[config.mk]
export PLATFORM = sky130hd
export DESIGN_NAME = calc_sequencer
export DESIGN_NICKNAME = d
export VERILOG_FILES = /design/src/rtl/calc_sequencer.sv
export SDC_FILE = /design/constraint.sdc
export NUM_CORES = 1
export LEC_CHECK = 0
export ABC_AREA = 1
export BUFFER_PORTS_ARGS = -buffer_cell sky130_fd_sc_hd__buf_2
export CORE_AREA = 2 2 58 87
export DETAILED_ROUTE_END_ITERATION = 16
export DIE_AREA = 0 0 60 89
export PLACE_DENSITY = 0.76
export SLEW_MARGIN = 20
export SYNTH_ARGS = -nofsm -noshare
export SYNTH_HDL_FRONTEND = slang
export SYNTH_SLANG_ARGS = --single-unit
[constraint.sdc]
create_clock -name clk -period 1.7 [get_ports clk]
set_clock_uncertainty 0.05 [all_clocks]
set_input_delay 0 -clock clk [delete_from_list [all_inputs] [get_ports clk]]
set_output_delay 0 -clock clk [all_outputs]
set_load 0.005 [all_outputs]
[src/rtl/calc_sequencer.sv]
// Keypad-driven operand entry and ALU request sequencer.
// Builds two hex operands from digit keys and hands them to an external ALU.
module calc_sequencer #(
    parameter int WIDTH = 16
) (
    input  logic             clk,
    input  logic             rst,
    input  logic [4:0]       key,
    output logic [2:0]       alu_op,
    output logic [WIDTH-1:0] op_a,
    output logic [WIDTH-1:0] op_b,
    output logic             alu_req,
    input  logic             alu_ack,
    input  logic [WIDTH-1:0] alu_res,
    output logic             sel_b,
    output logic [WIDTH-1:0] disp,
    output logic             busy
);

    localparam logic [1:0] S_WREL     = 2'd0;
    localparam logic [1:0] S_IDLE     = 2'd1;
    localparam logic [1:0] S_ISSUE    = 2'd2;
    localparam logic [1:0] S_WAIT_ACK = 2'd3;

    localparam logic [4:0] KEY_9    = 5'h09;
    localparam logic [4:0] KEY_A    = 5'h0A;
    localparam logic [4:0] KEY_B    = 5'h0B;
    localparam logic [4:0] KEY_F    = 5'h0F;
    localparam logic [4:0] KEY_NONE = 5'h1F;

    logic [1:0]       r_state;
    logic [1:0]       w_state_nxt;
    logic [2:0]       r_alu_op;
    logic [WIDTH-1:0] r_op_a;
    logic [WIDTH-1:0] r_op_b;
    logic             r_alu_req;
    logic             r_sel_b;

    logic             w_is_digit;
    logic             w_is_sel;
    logic             w_is_op;
    logic             w_is_none;
    logic             w_ack;
    logic [2:0]       w_op_code;
    logic [WIDTH-1:0] w_a_shift;
    logic [WIDTH-1:0] w_b_shift;

    assign w_is_digit = (key <= KEY_9);
    assign w_is_sel   = (key == KEY_A);
    assign w_is_op    = (key >= KEY_B) && (key <= KEY_F);
    assign w_is_none  = (key == KEY_NONE);
    // KEY_B..KEY_F have low bits 3..7, so subtracting 3 yields ADD..XOR
    assign w_op_code  = key[2:0] - 3'd3;
    assign w_ack      = alu_ack && r_alu_req;
    assign w_a_shift  = {r_op_a[WIDTH-5:0], key[3:0]};
    assign w_b_shift  = {r_op_b[WIDTH-5:0], key[3:0]};

    // Next-state decode; reserved codes leave IDLE untouched
    always_comb begin
        w_state_nxt = r_state;
        case (r_state)
            S_WREL: begin
                if (w_is_none)
                    w_state_nxt = S_IDLE;
            end
            S_IDLE: begin
                if (w_is_digit || w_is_sel)
                    w_state_nxt = S_WREL;
                else if (w_is_op)
                    w_state_nxt = S_ISSUE;
            end
            S_ISSUE: begin
                w_state_nxt = S_WAIT_ACK;
            end
            S_WAIT_ACK: begin
                if (w_ack)
                    w_state_nxt = S_WREL;
            end
            default: begin
                w_state_nxt = S_WREL;
            end
        endcase
    end

    // State register; reset parks in WREL so a held key is not taken
    always_ff @(posedge clk) begin
        if (!rst)
            r_state <= S_WREL;
        else
            r_state <= w_state_nxt;
    end

    // Operand, selector and ALU handshake registers
    always_ff @(posedge clk) begin
        if (!rst) begin
            r_op_a    <= '0;
            r_op_b    <= '0;
            r_sel_b   <= 1'b0;
            r_alu_op  <= 3'd0;
            r_alu_req <= 1'b0;
        end else begin
            case (r_state)
                S_IDLE: begin
                    if (w_is_digit) begin
                        if (r_sel_b)
                            r_op_b <= w_b_shift;
                        else
                            r_op_a <= w_a_shift;
                    end
                    if (w_is_sel)
                        r_sel_b <= ~r_sel_b;
                    if (w_is_op)
                        r_alu_op <= w_op_code;
                end
                S_ISSUE: begin
                    r_alu_req <= 1'b1;
                end
                S_WAIT_ACK: begin
                    if (w_ack) begin
                        r_op_a    <= alu_res;
                        r_op_b    <= '0;
                        r_sel_b   <= 1'b0;
                        r_alu_req <= 1'b0;
                    end
                end
                default: begin
                end
            endcase
        end
    end

    assign alu_op  = r_alu_op;
    assign op_a    = r_op_a;
    assign op_b    = r_op_b;
    assign alu_req = r_alu_req;
    assign sel_b   = r_sel_b;
    assign disp    = r_sel_b ? r_op_b : r_op_a;
    assign busy    = (r_state == S_ISSUE) || (r_state == S_WAIT_ACK);

endmodule

### Yosys cells after proc, flatten, opt, wreduce, memory -nomap -nowiden

Index checks and enable logic that the tools add are counted.

| word-level totals | value |
|---|---|
| bits of input ports | 24 |
| output and inout port bits | 54 |
| flip-flop bits (word level) | 39 |
| word-level logic and storage cells | 54 |

| cells by class | value |
|---|---|
| add/subtract/negate cells | 1 |
| muxes and demuxes | 18 |
| equal/unequal tests | 12 |
| bitwise operators | 1 |
| reduce and logical (&&, ||, !) cells | 13 |
| order comparisons | 3 |

Operators with widths:

| cell | number |
|---|---|
| $mux 16 | 7 |
| $pmux 16 s2 | 2 |
| $ne 2x2->1 const B | 6 |
| $le 5x4->1 const B | 2 |
| $mux 2 | 4 |
| $pmux 2 s4 | 1 |
| $reduce_and 4->1 | 2 |
| $reduce_and 3->1 | 2 |
| $eq 5x4->1 const B | 1 |
| $eq 5x5->1 const B | 1 |
| $ge 5x4->1 const B | 1 |
| $eq 2x2->1 const B | 2 |
| $pmux 1 s2 | 2 |
| $reduce_and 2->1 | 2 |
| $reduce_bool 2->1 | 2 |
| $ne 3x3->1 const B | 1 |
| $sub 3x2->3 const B | 1 |
| $eq 2x1->1 const B | 1 |
| $logic_and 1x1->1 | 2 |
| $logic_not 2->1 | 1 |
| $logic_or 1x1->1 | 2 |
| $mux 1 | 2 |
| $not 1->1 | 1 |

### Logic depth before layout (Yosys ltp)

Gate-level depths: netlist (run 1).

| depth | value |
|---|---|
| depth in word-level cells | 5 |
| gate-level depth with buffers | 11 |
| mapped depth without buffers | 11 |

### Least setup slack after synthesis (run 1)

No wires, ideal clock.

| timing path | value |
|---|---|
| path kind | register -> register |
| start point | register with a tool-made name |
| end point | register r_op_a[10], in the netlist op_a[10] |
| cell stages (with the launch flop) | 11 |
| slack | 0.307 ns |
| arrival | 1.230 ns |
| data required time | 1.537 ns |
| period minus slack after synthesis | 1.393 ns |
| path buffers | 1 |
| library setup time | 0.113 ns |
| cells stage by stage | dfxtp_1 > nand2_4 > inv_2 > nand2_1 > nand2_2 > nor2_4 > nand2_8 > inv_6 > buf_12 > nor2_2 > nor2_1 |

RTL lines:

| element | line | source |
|---|---|---|
| end signal, assigned | 108 | `r_op_a <= w_a_shift;` |
| end signal, assigned | 120 | `r_op_a <= alu_res;` |
| end, declared | 34 | `logic [WIDTH-1:0] r_op_a;` |

==> impl_metrics.prom, run 1 <==
# TYPE chip_impl_metric gauge
chip_impl_metric{name="syn_inst",unit=""} 324
chip_impl_metric{name="start_util",unit=""} 0.476
chip_impl_metric{name="mappedNetlistArea",unit="sq um"} 2160
chip_impl_metric{name="critPathRequiredTime",unit="ps"} 1840
chip_impl_metric{name="maxClockFrequency",unit="MHz"} 642
chip_impl_metric{name="clk_latency",unit="ps"} 290
chip_impl_metric{name="timing.final.crit_share",unit=""} 0.917
chip_impl_info{name="status",value="completed"} 1
chip_impl_metric{name="die_w",unit="um"} 60
chip_impl_info{name="ys.flop_type",value="sky130_fd_sc_hd__dfxtp_1"} 1
chip_impl_info{name="rsz0062_at_grt",value="false"} 1
chip_impl_metric{name="std_cell_rows",unit=""} 30
chip_impl_metric{name="final_hold_violations",unit=""} 0
chip_impl_metric{name="critPathMaxStageDelay",unit="ps"} 530
chip_impl_info{name="slowest_cell_on_the_critical_path",value="sky130_fd_sc_hd__dfxtp_1"} 1
chip_impl_metric{name="timing.critical_path.arrival",unit="ps"} 1700
chip_impl_metric{name="postSynthRegisterBits",unit=""} 39
chip_impl_metric{name="antenna_cells_inserted",unit=""} 0
chip_impl_metric{name="finalNetCount",unit=""} 434
chip_impl_metric{name="clkSinkCount",unit=""} 39
chip_impl_metric{name="detail_route.iter0.violations",unit=""} 84
chip_impl_metric{name="synthesis.area_per_instance",unit="sq um"} 6.67
chip_impl_metric{name="totalPowerFinal",unit="mW"} 1.84
chip_impl_metric{name="antenna_found_initial",unit=""} 0
chip_impl_metric{name="drcViolationCount",unit=""} 0
chip_impl_metric{name="synthToLayoutAreaGrowth",unit="%"} 27.7
chip_impl_metric{name="syn-num-nets",unit=""} 351
chip_impl_metric{name="wire_per_inst",unit="um"} 12.4
chip_impl_metric{name="totalWireLength",unit="um"} 5830
chip_impl_metric{name="buffers_added_on_ports",unit=""} 77
chip_impl_metric{name="drv.max_cap_violation_count",unit=""} 0
chip_impl_metric{name="postSynth.asyncResetShare",unit=""} 0
chip_impl_metric{name="finalWeightedCongestion",unit=""} 0.884
chip_impl_info{name="worst_setup_path_end_kind",value="register"} 1
chip_impl_metric{name="die_area",unit="sq um"} 5340
chip_impl_metric{name="period_minus_slack",unit="ps"} 1560
chip_impl_metric{name="postRouteAntennaNets",unit=""} 0
chip_impl_metric{name="cts-htree-levels",unit=""} 2
chip_impl_info{name="hold_path_end",value="op_a[3]"} 1
chip_impl_metric{name="core_region_area",unit="sq um"} 4540
chip_impl_metric{name="globalRouteOverflowTotal",unit=""} 0
chip_impl_metric{name="clk_transition_reported_paths",unit="ps"} 80
chip_impl_metric{name="report.final.setup_viol",unit=""} 0
chip_impl_metric{name="vias_per_cell",unit=""} 4.90
chip_impl_info{name="cp_cell_sequence",value="nand2_4 > inv_2 > nand2_1 > nand2_2 > nor2_4 > nand2_8 > inv_6 > nor2_1 > nor2_1"} 1
chip_impl_info{name="critical_path.startpoint_type",value="register"} 1
chip_impl_metric{name="finalMaxSlewViolations",unit=""} 0
chip_impl_metric{name="post-synth-top-area-fraction",unit=""} 0.361
chip_impl_metric{name="worst_slew_pin_slew",unit="ps"} 348
chip_impl_metric{name="synth_seq_area_share",unit=""} 0.361
chip_impl_metric{name="synth_enable_flop_cells",unit=""} 0
chip_impl_metric{name="grt_first_pass_wirelength",unit="um"} 9250
chip_impl_metric{name="postLayoutCoreUtil",unit=""} 0.608
chip_impl_info{name="worstSetupPathType",value="register to register"} 1
chip_impl_metric{name="yosysWarningCount",unit=""} 0
chip_impl_metric{name="timing.critical_path.fanout_max",unit=""} 17
chip_impl_metric{name="cell_leakage_power",unit="nW"} 1.40
chip_impl_metric{name="worstRegToRegCells",unit=""} 9
chip_impl_metric{name="hpwl",unit="um"} 4390
chip_impl_metric{name="post-place-cells",unit=""} 457
chip_impl_metric{name="final_layout_size_suffix_gt1_frac",unit=""} 0.306
chip_impl_info{name="hold_start",value="alu_res[3]"} 1
chip_impl_metric{name="worst_path_buffer_plus_inverter_count",unit=""} 2
chip_impl_metric{name="pwr_density_cell",unit="nW/um^2"} 666
chip_impl_metric{name="track_usage",unit=""} 0.230
chip_impl_info{name="cp_common_cell",value="sky130_fd_sc_hd__nor2_1"} 1
chip_impl_metric{name="dr.pass1.iters",unit=""} 4
chip_impl_info{name="min-delay-path-class",value="input pin to register"} 1
chip_impl_metric{name="route.vias.total",unit=""} 2315
chip_impl_metric{name="totalNegativeSetupSlack",unit="ps"} 0
chip_impl_metric{name="ioPinCount",unit=""} 78
chip_impl_metric{name="grt_pass1_vias",unit=""} 2115
chip_impl_metric{name="pin_count_of_the_biggest_net_entering_global_routing",unit=""} 22
chip_impl_info{name="synth_area_leader_cell",value="sky130_fd_sc_hd__dfxtp_1"} 1
chip_impl_info{name="root_buffer",value="sky130_fd_sc_hd__clkbuf_8"} 1
chip_impl_info{name="reg2reg_to",value="op_a[15]"} 1
chip_impl_info{name="netlist_top_cells_area",value="sky130_fd_sc_hd__dfxtp_1 (36%), sky130_fd_sc_hd__nand2_1 (23%), sky130_fd_sc_hd__a21oi_1 (5.3%)"} 1
chip_impl_info{name="synth.top_cells.by_count",value="sky130_fd_sc_hd__nand2_1 (131), sky130_fd_sc_hd__dfxtp_1 (39), sky130_fd_sc_hd__nor2_1 (30)"} 1
chip_impl_metric{name="cts_buffer_depth",unit=""} 2
chip_impl_metric{name="worst_hold_path.num_cells",unit=""} 5
chip_impl_metric{name="synthDistinctLibCells",unit=""} 30
chip_impl_metric{name="numCtsBuffers",unit=""} 5
chip_impl_metric{name="final_critical_path_setup_slack",unit="ps"} 142
chip_impl_metric{name="chipHeight",unit="um"} 89
chip_impl_metric{name="slew-limit-headroom",unit=""} 0.767
chip_impl_metric{name="ctsResizeCount",unit=""} 0
chip_impl_metric{name="final_cell_count_no_fill",unit=""} 472
chip_impl_info{name="cts_tree",value="built"} 1
chip_impl_info{name="critical_path.top_delay_family",value="simple AND/OR/NAND/NOR gates"} 1
chip_impl_metric{name="r2r_slack",unit="ps"} 140
chip_impl_metric{name="filler_cell_count",unit=""} 453
chip_impl_metric{name="max-vdd-ir-drop",unit="mV"} 0.529
chip_impl_info{name="yosys.cell_count.top_type",value="sky130_fd_sc_hd__nand2_1"} 1
chip_impl_metric{name="pre_cts_slack",unit="ps"} 159
-- registers in the layout, indices dropped and copies added (netlist names), named ones only --
name / count
op_a: 16
r_state: 1
op_b: 16
alu_req: 1
sel_b: 1
alu_op: 3
-- logic make-up (layout without fill, tap and decap cells) --
group,Yosys count,after routing,share of synthesized area
flip-flops,39,39,0.361
AND/OR/NAND/NOR,198,198,0.417
adder cells (fa/ha/maj),3,3,0.0174
XOR/XNOR,1,1,0.00405
buffers and inverters,34,118,0.0834
AO/OA/AOI/OAI,49,49,0.117
-- cell usage in the layout, fill, tap and decap left out, types with 2 or more instances in the layout --
cell type	Yosys	routed
sky130_fd_sc_hd__inv_2	2	2
sky130_fd_sc_hd__inv_1	13	13
sky130_fd_sc_hd__nand3_2	9	9
sky130_fd_sc_hd__buf_4	0	7
sky130_fd_sc_hd__nor2_4	2	2
sky130_fd_sc_hd__nand2_4	3	3
sky130_fd_sc_hd__o21ai_0	14	14
sky130_fd_sc_hd__dfxtp_1	39	39
sky130_fd_sc_hd__buf_2	4	77
sky130_fd_sc_hd__nand2_1	131	131
sky130_fd_sc_hd__dlygate4sd3_1	0	7
sky130_fd_sc_hd__clkinv_1	2	2
sky130_fd_sc_hd__a21oi_1	23	23
sky130_fd_sc_hd__nor2_2	11	11
sky130_fd_sc_hd__ha_1	3	3
sky130_fd_sc_hd__clkbuf_8	0	5
sky130_fd_sc_hd__nor2_1	30	30
sky130_fd_sc_hd__o21ai_1	10	10
sky130_fd_sc_hd__nand3_1	6	6
-- repair_timing --
action	4_1_cts	5_1_grt
endpoints found under the hold margin	7	0
hold buffers	7	0
setup buffers	0	0
-- worst max path at each step --
stage                         from  endpoint  depth (start not counted)
final                     register  op_a[15]                          9
after floorplan           register  op_a[10]                         10
after global placement    register   op_b[1]                          6
after detailed placement  register   op_b[1]                          6
after CTS                 register  op_a[15]                          9
after global routing      register   op_a[2]                          9
-- tightest hold or removal path, delay by kind of cell --
kind / cells / cell delay, ps
AND/OR/NAND/NOR: 3 / 160
buffers and inverters: 1 / 80
AO/OA/AOI/OAI: 1 / 70
-- power breakdown --
part           switching [mW]  leakage (nW)  total (mW)  internal [mW]
clock                   0.338        0.0581       0.775          0.437
combinational          0.0778          1.03       0.141         0.0634
sequential            0.00499         0.314       0.922          0.917
-- layout make-up --
class | count | area (sq um) | share of cell area
Sequential cell | 39 | 781 | 0.283
Clock buffer | 5 | 68.8 | 0.0249
Timing Repair Buffer | 91 | 508 | 0.184
Multi-Input combinational cell | 251 | 1200 | 0.435
Clock inverter | 3 | 43.8 | 0.0159
Tap cell | 64 | 80.1 | 0.0290
Inverter | 19 | 78.8 | 0.0286
-- metrics by stage --
stage	hold slack, ps	cell area, sq um
4_1_cts	0.617	2760
2_1_floorplan	88.4	2160
6_report	1.40	2760
5_1_grt	33.2	2760
3_3_place_gp	241	2580
3_5_place_dp	256	2580
-- per-layer routing --
metal	global-route usage	part of all wire
met1	0.238	0.39
met2	0.447	0.55
met5	0	0
met3	0.0347	0.036
met4	0.0869	0.024
Power figures use the tool's default switching activity.
==> run 2: changes to the inputs <==
--- a/config.mk
+++ b/config.mk
@@ -10,7 +10,7 @@
 export CORE_AREA = 2 2 58 87
 export DETAILED_ROUTE_END_ITERATION = 16
 export DIE_AREA = 0 0 60 89
-export PLACE_DENSITY = 0.76
+export PLACE_DENSITY = 0.74
 export SLEW_MARGIN = 20
 export SYNTH_ARGS = -nofsm -noshare
 export SYNTH_HDL_FRONTEND = slang
==> impl_metrics.prom, run 2 (synthesis gave the netlist of run 1 again) <==
# TYPE chip_impl_metric gauge
chip_impl_metric{name="timing.critical_path.fanout_max",unit=""} 17
chip_impl_metric{name="met3WireLength",unit="um"} 275
chip_impl_metric{name="postRouteAntennaNets",unit=""} 0
chip_impl_info{name="worstSetupPathType",value="register to register"} 1
chip_impl_metric{name="finalWeightedCongestion",unit=""} 0.858
chip_impl_metric{name="clkSinkCount",unit=""} 39
chip_impl_metric{name="report.final.setup_viol",unit=""} 0
chip_impl_metric{name="pwr_density_cell",unit="nW/um^2"} 677
chip_impl_metric{name="track_usage",unit=""} 0.229
chip_impl_metric{name="synthToLayoutAreaGrowth",unit="%"} 27.4
chip_impl_metric{name="totalWireLength",unit="um"} 5800
chip_impl_metric{name="start_util",unit=""} 0.476
chip_impl_metric{name="ioPinCount",unit=""} 78
chip_impl_metric{name="period_minus_slack",unit="ps"} 1490
chip_impl_metric{name="die_w",unit="um"} 60
chip_impl_metric{name="totalNegativeSetupSlack",unit="ps"} 0
chip_impl_metric{name="slew-limit-headroom",unit=""} 0.769
chip_impl_info{name="top_layer",value="met4"} 1
chip_impl_metric{name="r2r_slack",unit="ps"} 210
chip_impl_metric{name="drcViolationCount",unit=""} 0
chip_impl_metric{name="grt_pass1_vias",unit=""} 2083
chip_impl_metric{name="route.vias.total",unit=""} 2276
chip_impl_metric{name="antenna_found_initial",unit=""} 0
chip_impl_metric{name="filler_cell_count",unit=""} 467
chip_impl_metric{name="vias_per_cell",unit=""} 4.83
chip_impl_metric{name="finalMaxSlewViolations",unit=""} 0
chip_impl_metric{name="wire_per_inst",unit="um"} 12.3
chip_impl_metric{name="buffers_added_on_ports",unit=""} 77
chip_impl_metric{name="die_area",unit="sq um"} 5340
chip_impl_info{name="root_buffer",value="sky130_fd_sc_hd__clkbuf_8"} 1
chip_impl_metric{name="route.met2.wl",unit="um"} 3190
chip_impl_info{name="worst_setup_path_end_kind",value="register"} 1
chip_impl_metric{name="ctsResizeCount",unit=""} 0
chip_impl_metric{name="worst_slew_pin_slew",unit="ps"} 346
chip_impl_metric{name="ctsHoldBuffers",unit=""} 5
chip_impl_metric{name="final_layout_size_suffix_gt1_frac",unit=""} 0.310
chip_impl_metric{name="core_region_area",unit="sq um"} 4540
chip_impl_metric{name="maxClockFrequency",unit="MHz"} 671
chip_impl_metric{name="critPathRequiredTime",unit="ps"} 1880
chip_impl_info{name="mostFrequentLayoutCell",value="sky130_fd_sc_hd__nand2_1"} 1
chip_impl_metric{name="numCtsBuffers",unit=""} 5
chip_impl_metric{name="max-vdd-ir-drop",unit="mV"} 0.470
chip_impl_metric{name="final_cell_count_no_fill",unit=""} 471
chip_impl_metric{name="grt_first_pass_wirelength",unit="um"} 9250
chip_impl_metric{name="postCtsSetupBuffers",unit=""} 0
chip_impl_info{name="cts_tree",value="built"} 1
chip_impl_metric{name="timing.critical_path.arrival",unit="ps"} 1670
chip_impl_info{name="status",value="completed"} 1
chip_impl_metric{name="globalRouteOverflowTotal",unit=""} 0
chip_impl_info{name="rsz0062_at_grt",value="false"} 1
chip_impl_metric{name="timing.final.crit_share",unit=""} 0.876
chip_impl_metric{name="cts_buffer_depth",unit=""} 2
chip_impl_metric{name="hpwl",unit="um"} 4360
chip_impl_metric{name="drt-met1-wl",unit="um"} 2280
chip_impl_metric{name="final_hold_violations",unit=""} 0
chip_impl_metric{name="std_cell_rows",unit=""} 30
chip_impl_metric{name="dr.pass1.iters",unit=""} 5
chip_impl_metric{name="cts-htree-levels",unit=""} 2
chip_impl_metric{name="clk_latency",unit="ps"} 290
chip_impl_metric{name="chipHeight",unit="um"} 89
chip_impl_metric{name="postLayoutCoreUtil",unit=""} 0.606
chip_impl_metric{name="pin_count_of_the_biggest_net_entering_global_routing",unit=""} 22
chip_impl_info{name="critical_path.startpoint_type",value="register"} 1
chip_impl_metric{name="finalNetCount",unit=""} 433
chip_impl_info{name="min-delay-path-class",value="input pin to register"} 1
chip_impl_metric{name="post-place-cells",unit=""} 458
chip_impl_metric{name="cell_leakage_power",unit="nW"} 1.40
chip_impl_metric{name="drv.max_cap_violation_count",unit=""} 0
chip_impl_metric{name="antenna_cells_inserted",unit=""} 0
chip_impl_info{name="mostFrequentLayoutCells",value="sky130_fd_sc_hd__nand2_1 (131), sky130_fd_sc_hd__buf_2 (77), sky130_fd_sc_hd__dfxtp_1 (39)"} 1
chip_impl_metric{name="clk_transition_reported_paths",unit="ps"} 70
chip_impl_metric{name="detail_route.iter0.violations",unit=""} 108
run 2: cell types whose count changed in the layout (fill, tap and decap cells not counted):
cell,previous run,this run
sky130_fd_sc_hd__clkinv_4,1,0
sky130_fd_sc_hd__buf_4,7,8
sky130_fd_sc_hd__dlygate4sd3_1,7,5
sky130_fd_sc_hd__clkbuf_8,5,6
run 2: report_power, final:
| group | switching, mW | internal (mW) | leakage, nW |
|---|---|---|---|
| Combinational | 0.0764 | 0.0603 | 1.02 |
| Clock | 0.329 | 0.475 | 0.0612 |
| Sequential | 0.00475 | 0.917 | 0.314 |
| Total | 0.410 | 1.45 | 1.40 |
run 2: worst paths after layout:
path	to	cells past startpoint	startpoint
worst max register to register	op_a[15]	8	register
worst max-delay path	op_a[15]	8	register
worst min register to register	alu_op[0]	2	alu_op[0]
worst min-delay path	op_b[1]	3	key[1]
run 2: final cells by class:
type,count,area [sq um],area share
repair buffers,90,495,0.180
clock buffers,6,82.6,0.0300
flip-flops and latches,39,781,0.284
inverters,19,78.8,0.0286
multi-input cells,251,1200,0.436
clock inverters,2,35.0,0.0127
well taps,64,80.1,0.0291
run 2: per-stage QoR:
stage               hold slack, ps  area [sq um]  setup WS [ps]  power [mW]
floorplan                     88.4          2160            307        1.01
finish                        5.24          2750            211        1.86
detailed placement             249          2580            236        1.07
global placement               249          2580            269        1.07
CTS                           2.30          2750            205        1.88
global route                  31.9          2750           68.5        1.94
run 2: routing by layer:
metal | global-route usage | up-vias
met5 | 0 | -
met4 | 0.0768 | 0
met3 | 0.0333 | 6
met2 | 0.439 | 70
met1 | 0.247 | 1016
li1 | - | 1184
run 2: worst max-delay path, cell delays in order, from the launching register on:
cell and delay, ps:
sky130_fd_sc_hd__dfxtp_1 530, sky130_fd_sc_hd__nor2_4 120, sky130_fd_sc_hd__nand2_4 90, sky130_fd_sc_hd__nand2_2 60, sky130_fd_sc_hd__nor2_4 130, sky130_fd_sc_hd__nand2_8 120
sky130_fd_sc_hd__inv_6 170, sky130_fd_sc_hd__nor2_1 60, sky130_fd_sc_hd__nor2_1 100
